$ cat src/rtl/dct_out_transpose_buf_if.sv
// Streaming bundle between the DCT column pass, the transpose buffer
// and the write DMA: column input stream plus row output stream.
interface dct_out_transpose_buf_if #(
    parameter int COEF_WIDTH = 16,
    parameter int DATA_WIDTH = 64
);
    logic                    s_valid;
    logic                    s_ready;
    logic [4*COEF_WIDTH-1:0] s_data;
    logic                    wr_en;
    logic                    full_n;
    logic [DATA_WIDTH-1:0]   dout;

    modport master (
        output s_valid,
        output s_data,
        output full_n,
        input  s_ready,
        input  wr_en,
        input  dout
    );

    modport slave (
        input  s_valid,
        input  s_data,
        input  full_n,
        output s_ready,
        output wr_en,
        output dout
    );
endinterface

$ cat src/rtl/dct_out_transpose_buf.sv
// Ping-pong 4x4 transpose buffer: captures coefficient columns from the
// DCT column pass and streams row-major 64-bit words to the write DMA.
module dct_out_transpose_buf #(
    parameter int COEF_WIDTH              = 16,
    parameter int C_M_AXI_GMEM_DATA_WIDTH = 64,
    parameter int BLK_CNT_WIDTH           = 16
) (
    input  logic                     ap_clk,
    input  logic                     ap_rst_n,
    input  logic                     clear,
    dct_out_transpose_buf_if.slave   bus,
    output logic                     idle,
    output logic [BLK_CNT_WIDTH-1:0] blk_cnt
);
    localparam int DW = C_M_AXI_GMEM_DATA_WIDTH;

    if (DW != 4 * COEF_WIDTH) begin : g_bad_width
        $error("dct_out_transpose_buf: data width must be 4*COEF_WIDTH");
    end

    logic [DW-1:0] mem_q [2][4];

    logic [1:0]               full_q, full_d;
    logic                     wr_bank_q, wr_bank_d;
    logic                     rd_bank_q, rd_bank_d;
    logic [1:0]               wr_col_q, wr_col_d;
    logic [1:0]               rd_row_q, rd_row_d;
    logic [BLK_CNT_WIDTH-1:0] blk_cnt_q, blk_cnt_d;
    logic                     in_hs, out_hs;

    assign in_hs  = bus.s_valid & ~full_q[wr_bank_q];
    assign out_hs = full_q[rd_bank_q] & bus.full_n;

    // Outputs come only from registered state; full_n never reaches them.
    assign bus.s_ready = ~full_q[wr_bank_q];
    assign bus.wr_en   = full_q[rd_bank_q];
    assign bus.dout    = full_q[rd_bank_q] ? mem_q[rd_bank_q][rd_row_q] : '0;

    assign idle    = ~full_q[0] & ~full_q[1] & (wr_col_q == 2'd0);
    assign blk_cnt = blk_cnt_q;

    always_comb begin
        full_d    = full_q;
        wr_bank_d = wr_bank_q;
        rd_bank_d = rd_bank_q;
        wr_col_d  = wr_col_q;
        rd_row_d  = rd_row_q;
        blk_cnt_d = blk_cnt_q;
        if (in_hs) begin
            wr_col_d = wr_col_q + 2'd1;
            if (wr_col_q == 2'd3) begin
                full_d[wr_bank_q] = 1'b1;
                wr_bank_d         = ~wr_bank_q;
            end
        end
        // Read and write banks always differ here, so both updates apply.
        if (out_hs) begin
            rd_row_d = rd_row_q + 2'd1;
            if (rd_row_q == 2'd3) begin
                full_d[rd_bank_q] = 1'b0;
                rd_bank_d         = ~rd_bank_q;
                blk_cnt_d         = blk_cnt_q + BLK_CNT_WIDTH'(1);
            end
        end
        if (clear) begin
            full_d    = 2'b00;
            wr_bank_d = 1'b0;
            rd_bank_d = 1'b0;
            wr_col_d  = 2'd0;
            rd_row_d  = 2'd0;
            blk_cnt_d = '0;
        end
    end

    always_ff @(posedge ap_clk or negedge ap_rst_n) begin
        if (!ap_rst_n) begin
            full_q    <= 2'b00;
            wr_bank_q <= 1'b0;
            rd_bank_q <= 1'b0;
            wr_col_q  <= 2'd0;
            rd_row_q  <= 2'd0;
            blk_cnt_q <= '0;
        end else begin
            full_q    <= full_d;
            wr_bank_q <= wr_bank_d;
            rd_bank_q <= rd_bank_d;
            wr_col_q  <= wr_col_d;
            rd_row_q  <= rd_row_d;
            blk_cnt_q <= blk_cnt_d;
        end
    end

    // Column element i lands in row i; storage is kept row-major.
    always_ff @(posedge ap_clk) begin
        if (in_hs && !clear) begin
            for (int i = 0; i < 4; i++) begin
                for (int j = 0; j < 4; j++) begin
                    if (wr_col_q == 2'(j)) begin
                        mem_q[wr_bank_q][2'(i)][j*COEF_WIDTH +: COEF_WIDTH] <=
                            bus.s_data[i*COEF_WIDTH +: COEF_WIDTH];
                    end
                end
            end
        end
    end
endmodule

$ cat src/flat_wrapper.sv
// flat-port wrapper written by rule: the top's interface ports become plain ports
module dct_out_transpose_buf_flat 
#(
    parameter int COEF_WIDTH              = 16,
    parameter int C_M_AXI_GMEM_DATA_WIDTH = 64,
    parameter int BLK_CNT_WIDTH           = 16
)
  (ap_clk, ap_rst_n, clear, idle, blk_cnt, bus_s_valid, bus_s_data, bus_full_n, bus_s_ready, bus_wr_en, bus_dout);
  dct_out_transpose_buf_if #(.COEF_WIDTH(COEF_WIDTH)) bus_i ();
  input  logic ap_clk;
  input  logic ap_rst_n;
  input  logic clear;
  output logic idle;
  output logic [BLK_CNT_WIDTH-1:0] blk_cnt;
  input wire logic [$bits(bus_i.s_valid)-1:0] bus_s_valid;
  input wire logic [$bits(bus_i.s_data)-1:0] bus_s_data;
  input wire logic [$bits(bus_i.full_n)-1:0] bus_full_n;
  output wire logic [$bits(bus_i.s_ready)-1:0] bus_s_ready;
  output wire logic [$bits(bus_i.wr_en)-1:0] bus_wr_en;
  output wire logic [$bits(bus_i.dout)-1:0] bus_dout;
  assign bus_i.s_valid = bus_s_valid;
  assign bus_i.s_data = bus_s_data;
  assign bus_i.full_n = bus_full_n;
  assign bus_s_ready = bus_i.s_ready;
  assign bus_wr_en = bus_i.wr_en;
  assign bus_dout = bus_i.dout;
  dct_out_transpose_buf #(.COEF_WIDTH(COEF_WIDTH), .C_M_AXI_GMEM_DATA_WIDTH(C_M_AXI_GMEM_DATA_WIDTH), .BLK_CNT_WIDTH(BLK_CNT_WIDTH)) u_core (.ap_clk(ap_clk), .ap_rst_n(ap_rst_n), .clear(clear), .bus(bus_i), .idle(idle), .blk_cnt(blk_cnt));
endmodule
$ cat config.mk
export PLATFORM = sky130hd
export DESIGN_NAME = dct_out_transpose_buf_flat
export DESIGN_NICKNAME = d
export VERILOG_FILES = /design/src/rtl/dct_out_transpose_buf_if.sv /design/src/rtl/dct_out_transpose_buf.sv /design/src/flat_wrapper.sv
export SDC_FILE = /design/constraint.sdc
export NUM_CORES = 1
export LEC_CHECK = 0
export CELL_PAD_IN_SITES_DETAIL_PLACEMENT = 0
export CELL_PAD_IN_SITES_GLOBAL_PLACEMENT = 1
export CORE_AREA = 4 4 141 210
export CTS_CLUSTER_SIZE = 16
export DETAILED_ROUTE_END_ITERATION = 10
export DIE_AREA = 0 0 145 214
export GPL_ROUTABILITY_DRIVEN = 1
export GPL_TIMING_DRIVEN = 1
export PLACE_DENSITY = 0.76
export SLEW_MARGIN = 30
export SYNTH_ARGS = -nofsm -noshare
export SYNTH_HDL_FRONTEND = slang
export SYNTH_SLANG_ARGS = --single-unit
$ cat constraint.sdc
create_clock -name ap_clk -period 2.3 [get_ports ap_clk]
set_input_delay 0.23 -clock ap_clk [delete_from_list [all_inputs] [get_ports ap_clk]]
set_output_delay 0.23 -clock ap_clk [all_outputs]
set_load 0.02 [all_outputs]
==> results.ini, run 1 <==
[setup_path]
worst-path-max-fanout = 8
largest_stage_delay_on_the_critical_path_ns = 0.49
cp_num_buf_inv = 4
critPathKind = reg -> out
r2r_setup_slack_ns = -0.05
critical-path-slowest-cell = sky130_fd_sc_hd__dfrtp_4
timing.critical_path.max_delay_family = buffers and inverters
crit_path_cell_trace = buf_12, buf_12, buf_4, mux4_2, nor2b_1, buf_2
cp.arrival_ns = 2.18
startpoint_type = register
endpoint_kind = primary output
cpMostUsedCell = sky130_fd_sc_hd__buf_12
critPathRequiredTime_ns = 2.07

[global_routing]
grt_pass1_wl_mm = 37.7
grt_antenna_before_repair = 0
first_global_vias = 6393
grt.total_usage_pct = 15.6
globalRouteOverflowTotal = 0
grt_start_max_net_pins = 29

[final_layout]
antenna-diode-count = 0
sequential_cell_area_sq_um = 8300
final_util_pct = 51.7
final_net_count = 803
drive_gt1_share_pct = 38.4
syn2layout_area_growth_pct = 31.8
fillerInstances = 2125
layout_common_cells = sky130_fd_sc_hd__edfxtp_1, sky130_fd_sc_hd__mux4_2, sky130_fd_sc_hd__buf_4, sky130_fd_sc_hd__clkdlybuf4s50_1, sky130_fd_sc_hd__buf_6
layout.cells.most_common = sky130_fd_sc_hd__edfxtp_1
multi_input_comb_area_sq_um = 2820

[placement]
detailedPlacementHpwl_mm = 14.8
placement.setup.worst_slack_ns = 0.00340
globalplace.congestion = 0.801
numPortBuffers = 119

[logic_synthesis]
post_synth.cell_area_avg_sq_um = 20.1
synth_top_flop_cell = sky130_fd_sc_hd__edfxtp_1
netlist_instances = 544
yosysUniqueCellTypes = 35
sequential_area_share_after_synthesis_pct = 75.8
asyncSetResetFlopFracSynth_pct = 8.57
postSynthNetCount = 619
synth.yosys.warnings = 0
synth_enable_flop_cells = 256
post_synth_instance_area_sq_um = 10900
postSynthRegisterBits = 280

[clock_tree]
cts_buf_count = 25
cts_root_buf = sky130_fd_sc_hd__clkbuf_16
clk-insertion-delay-late_ns = 0.50
clk_path_buf_depth = 3
ctsHtreeMaxLevel = 1
clk_transition_reported_paths_ns = 0.06
numClockSinks = 280
clock_tree_from_tritoncts = built

[floorplan]
die_width_um = 145
pin_count = 152
die_height_um = 214
die-area_sq_um = 31000
core-area_sq_um = 27900
site_row_count = 75
initial_util_pct = 39.2

[pwr]
fin_total_pwr_mw = 10.0
vdd.ir_drop.worst_mv = 0.445
power.static_leakage_nw = 4.86
power_density_nw_per_um2 = 694

[sta]
setup-violations-final = 56
slew_viols_final = 0
final_hold_viol_count = 0
grt_setup_unrepaired = yes
worst_pin_slew_ns = 0.768
part_of_the_cycle_the_worst_path_needs_pct = 105
clock_skew_ns = 0.00990
relSlewSlack_pct = 48.6
min_period_ns = 2.41
layout_setup_ws_ns = -0.107
achievable-frequency_mhz = 415
timing.setup.tns_ns = -3.53

[routing]
dr.pass1.iters = 6
drc = 0
wl_per_cell_um = 22.6
number_of_routed_nets_with_antenna_violations = 0
via_per_inst = 5.27
finalWirelength_mm = 24.7
drt_first_iter_violations = 304
route.vias.total = 5753

[job]
maxcap_viol_count = 0

[outcome]
status = finished with violations
violations_in_the_final_reports = setup timing

[min_path]
worstHoldPathType = in -> async

layer usage:
metal  up-vias  share of wire, %  global-route usage (%)
met3        27               4.7                    2.81
met2       156                56                    29.9
met5         -                 0                       0
met4         0               1.8                    3.80
li1       2537                 -                       -
met1      3033                37                    18.0
metrics by stage:
step	std cells	hold WS, ns	area [sq um]
final	1091	0.178	14400
after global routing	1091	0.231	14400
after global placement	1017	0.552	12900
after detailed placement	1017	0.546	12900
after CTS	1083	0.193	14000
after floorplan	544	-0.0656	10900
kinds of logic (layout without fill, tap and decap cells):
logic type | count (synthesis) | in the layout | share of synthesized area (%)
AO/OA/AOI/OAI | 20 | 20 | 1.03
XOR/XNOR | 12 | 12 | 0.961
adder cells (fa/ha/maj) | 6 | 6 | 0.686
buffers and inverters | 31 | 232 | 1.17
flip-flops | 280 | 280 | 75.8
multiplexers | 66 | 66 | 13.4
AND/OR/NAND/NOR | 129 | 129 | 6.99
area by class of cell:
class,instances,area share (%)
Clock buffer,28,4.42
Clock inverter,16,1.04
Inverter,6,0.156
Multi-Input combinational cell,233,19.6
Sequential cell,280,57.6
Tap cell,346,3.00
Timing Repair Buffer,182,14.3
repair_timing:
action | in CTS | in global routing
endpoints found under the setup margin | 66 | 67
buffers inserted | 13 | 9
resized for setup | 340 | 102
pin swaps | 0 | 1
cloned | 9 | 3
hold buffers | 0 | 0
endpoints found under the hold margin | 0 | 0
worst paths after layout:
kind | start | end | cells past startpoint
hold / removal | ap_rst_n | u_core.blk_cnt[12] | 1
min in group ap_clk | bus_full_n | u_core.rd_row_q[1] | 3
setup reg to reg | u_core.rd_bank_q | u_core.blk_cnt[13] | 8
max in group asynchronous | ap_rst_n | u_core.blk_cnt[4] | 2
hold reg to reg | u_core.rd_row_q[1] | u_core.rd_row_q[1] | 2
setup / recovery | u_core.rd_bank_q | bus_dout[7] | 6
synth_stat cells, types with 2 or more instances:
cell type                  count  area (sq um)
sky130_fd_sc_hd__a21oi_1      10          50.1
sky130_fd_sc_hd__xnor2_1       7          61.3
sky130_fd_sc_hd__nand4_1       3          18.8
sky130_fd_sc_hd__o21ai_0       7          35.0
sky130_fd_sc_hd__mux4_2       64          1440
sky130_fd_sc_hd__or3_1         4          25.0
sky130_fd_sc_hd__nand4b_1      2          17.5
sky130_fd_sc_hd__ha_1          6          75.1
sky130_fd_sc_hd__nor4_1        2          12.5
sky130_fd_sc_hd__nor4b_1       2          17.5
sky130_fd_sc_hd__xor2_1        5          43.8
sky130_fd_sc_hd__nor2_1       13          48.8
sky130_fd_sc_hd__clkbuf_1     16          60.1
sky130_fd_sc_hd__inv_1         5          18.8
sky130_fd_sc_hd__and3_1        2          12.5
sky130_fd_sc_hd__dfrtp_1      24           601
sky130_fd_sc_hd__nand2_1       9          33.8
sky130_fd_sc_hd__or4_1         2          15.0
sky130_fd_sc_hd__edfxtp_1    256          7690
sky130_fd_sc_hd__and2_1        9          56.3
sky130_fd_sc_hd__nand3_1       9          45.0
sky130_fd_sc_hd__buf_2         9          45.0
sky130_fd_sc_hd__nor2b_1      66           413
sequential cells by signal, summed over array words and instances, names as in the netlist:
register,flops
u_core.wr_col_q,2
u_core.blk_cnt,16
u_core.rd_bank_q,1
u_core.rd_row_q,2
u_core.mem_q,256
u_core.wr_bank_q,1
u_core.full_q,2
report_power, final:
| group | internal [mW] | total [mW] | leakage [nW] | switching (mW) |
|---|---|---|---|---|
| Clock | 2.24 | 3.96 | 0.379 | 1.73 |
| Sequential | 5.63 | 5.65 | 2.64 | 0.0188 |
| Combinational | 0.182 | 0.392 | 1.83 | 0.210 |
| Total | 8.05 | 10.0 | 4.86 | 1.95 |
Note: power is estimated with default switching activity, not from simulation.
==> run 2, diff against run 1 <==
--- a/config.mk
+++ b/config.mk
@@ -18,3 +18,4 @@
 export SYNTH_ARGS = -nofsm -noshare
 export SYNTH_HDL_FRONTEND = slang
 export SYNTH_SLANG_ARGS = --single-unit
+export TNS_END_PERCENT = 20
==> run 2 against run 1 <==
The run still ends with setup timing left. Combinational power decreased by 6.4%. Design area shrank 3.0%. Maximum frequency about the same. Global-route usage is 0.45 points lower. Via count decreased by 2.3%. Sequential share of layout area grew 1.8 points. Flip-flop and latch count stayed put. Clock power about the same. Setup slack hardly changed. Die area unchanged. First-iteration DRC count is 18% higher. Critical endpoint is now bus_dout[2]. Largest power group unchanged. Highest routed layer unchanged.
==> results.ini, run 2 (same netlist as run 1, synthesis figures left out) <==
[outcome]
status = finished with violations
violations_in_the_final_reports = setup timing

[final_layout]
largest_register_ff_count = 256
finalInstanceArea_sq_um = 14000
syn2layout_area_growth_pct = 27.8
final_net_count = 791
final_cell_count_no_fill = 1079
layout.cells.most_common = sky130_fd_sc_hd__edfxtp_1
drive_gt1_share_pct = 34.7
max_flop_register = u_core.mem_q
layout_common_cells = sky130_fd_sc_hd__edfxtp_1, sky130_fd_sc_hd__mux4_2, sky130_fd_sc_hd__buf_4, sky130_fd_sc_hd__clkdlybuf4s50_1, sky130_fd_sc_hd__nor2b_1
antenna-diode-count = 0

[sta]
final_hold_viol_count = 0
part_of_the_cycle_the_worst_path_needs_pct = 105
timing.setup.tns_ns = -4.03
relSlewSlack_pct = 48.6
layout_setup_ws_ns = -0.107
setup-violations-final = 64
grt_setup_unrepaired = yes
hold-worst-slack_ns = 0.179
slew_viols_final = 0
clock_skew_ns = 0.00682
min_period_ns = 2.41
worst_pin_slew_ns = 0.769
achievable-frequency_mhz = 416

[routing]
dr.pass1.iters = 6
route.vias.total = 5620
via_per_inst = 5.21
wl_per_cell_um = 22.3
finalWirelength_mm = 24.1
number_of_routed_nets_with_antenna_violations = 0
drt_first_iter_violations = 358
drc = 0

[job]
maxcap_viol_count = 0

[placement]
place_inst = 1017
numPortBuffers = 119
detailedPlacementHpwl_mm = 14.8
dpl_cell_area_sq_um = 12900
globalplace.congestion = 0.801

[clock_tree]
cts_buf_count = 25
clk_transition_reported_paths_ns = 0.06
ctsHtreeMaxLevel = 1
clk_path_buf_depth = 3
clk-insertion-delay-late_ns = 0.50
cts.hold.buffers_added = 0
numClockSinks = 280
cts_root_buf = sky130_fd_sc_hd__clkbuf_16
clock_tree_from_tritoncts = built

[setup_path]
cp-endpoint = bus_dout[2]
critical-path-slowest-cell = sky130_fd_sc_hd__mux4_2
rr_startpoint = u_core.rd_bank_q
worstRegToRegCells = 6
critPathRequiredTime_ns = 2.07
startpoint_type = register
endpoint_kind = primary output
crit_path_cell_trace = buf_12, buf_8, buf_12, mux4_2, nor2b_4, buf_6
r2r_setup_slack_ns = 0.14
cpMostUsedCell = sky130_fd_sc_hd__buf_12
startpoint = u_core.rd_bank_q
cp.arrival_ns = 2.18
r2r_end = u_core.blk_cnt[13]
largest_stage_delay_on_the_critical_path_ns = 0.53
critPathKind = reg -> out
worst-path-max-fanout = 8

[floorplan]
initial_util_pct = 39.2
die-area_sq_um = 31000
die_height_um = 214
pin_count = 152
die_width_um = 145
site_row_count = 75
core-area_sq_um = 27900

[global_routing]
grt.total_usage_pct = 15.1
globalRouteOverflowTotal = 0
grt_start_max_net_pins = 29
first_global_vias = 6315
grt_antenna_before_repair = 0
grt_pass1_wl_mm = 36.9

[pwr]
power.static_leakage_nw = 4.68
vdd.ir_drop.worst_mv = 0.440
fin_total_pwr_mw = 9.98
power_density_nw_per_um2 = 714

[min_path]
worstHoldPathType = in -> async

==> run 2: power breakdown <==
group / leakage (nW) / switching, mW / internal, mW / total (mW)
Clock: 0.379 / 1.73 / 2.24 / 3.97
Sequential: 2.64 / 0.0189 / 5.63 / 5.65
Combinational: 1.66 / 0.201 / 0.165 / 0.367
Total: 4.68 / 1.95 / 8.03 / 9.98
==> run 2: layer usage <==
layer / share of wire (%) / track usage, % / vias to the layer above
met3: 5.0 / 2.90 / 30
met2: 56 / 28.6 / 162
met5: 0 / 0 / -
li1: - / - / 2511
met1: 37 / 17.7 / 2917
met4: 1.9 / 3.90 / 0
==> run 2: final cells by class <==
cell class / count / area, sq um
multi-input combinational: 233 / 2660
tap: 346 / 433
clock buffer: 28 / 637
fill: 2184 / 13900
sequential: 280 / 8300
inverter: 6 / 22.5
timing repair buffer: 170 / 1780
clock inverter: 16 / 150
==> run 2: worst min-delay path by stage <==
stage | slack (ns) | end | cells after the start
floorplan | -0.07 | u_core.blk_cnt[0] | 0
global placement | 0.55 | u_core.rd_row_q[1] | 2
detailed placement | 0.55 | u_core.rd_row_q[1] | 2
CTS | 0.19 | u_core.blk_cnt[12] | 1
global route | 0.23 | u_core.blk_cnt[12] | 1
finish | 0.18 | u_core.blk_cnt[12] | 1
==> run 2: through the flow <==
stage          util, %  setup slack, ns
2_1_floorplan        -            0.237
3_3_place_gp      46.4           0.0207
3_5_place_dp      46.4          0.00340
4_1_cts           49.5           -0.170
5_1_grt           50.1           -0.185
6_report          50.1           -0.107
==> run 2: what timing repair did <==
item                                    CTS  global route
buffers inserted                         10             3
endpoints found under the setup margin   66            65
gates cloned                              6             3
resized for setup                       293            62
==> run 2: worst max-delay path, delay by kind of cell (launching register included) <==
kind | cells | cell delay (ns)
DFF | 1 | 0.42
muxes | 1 | 0.53
buffers and inverters | 4 | 0.56
and+or+nand+nor | 1 | 0.15
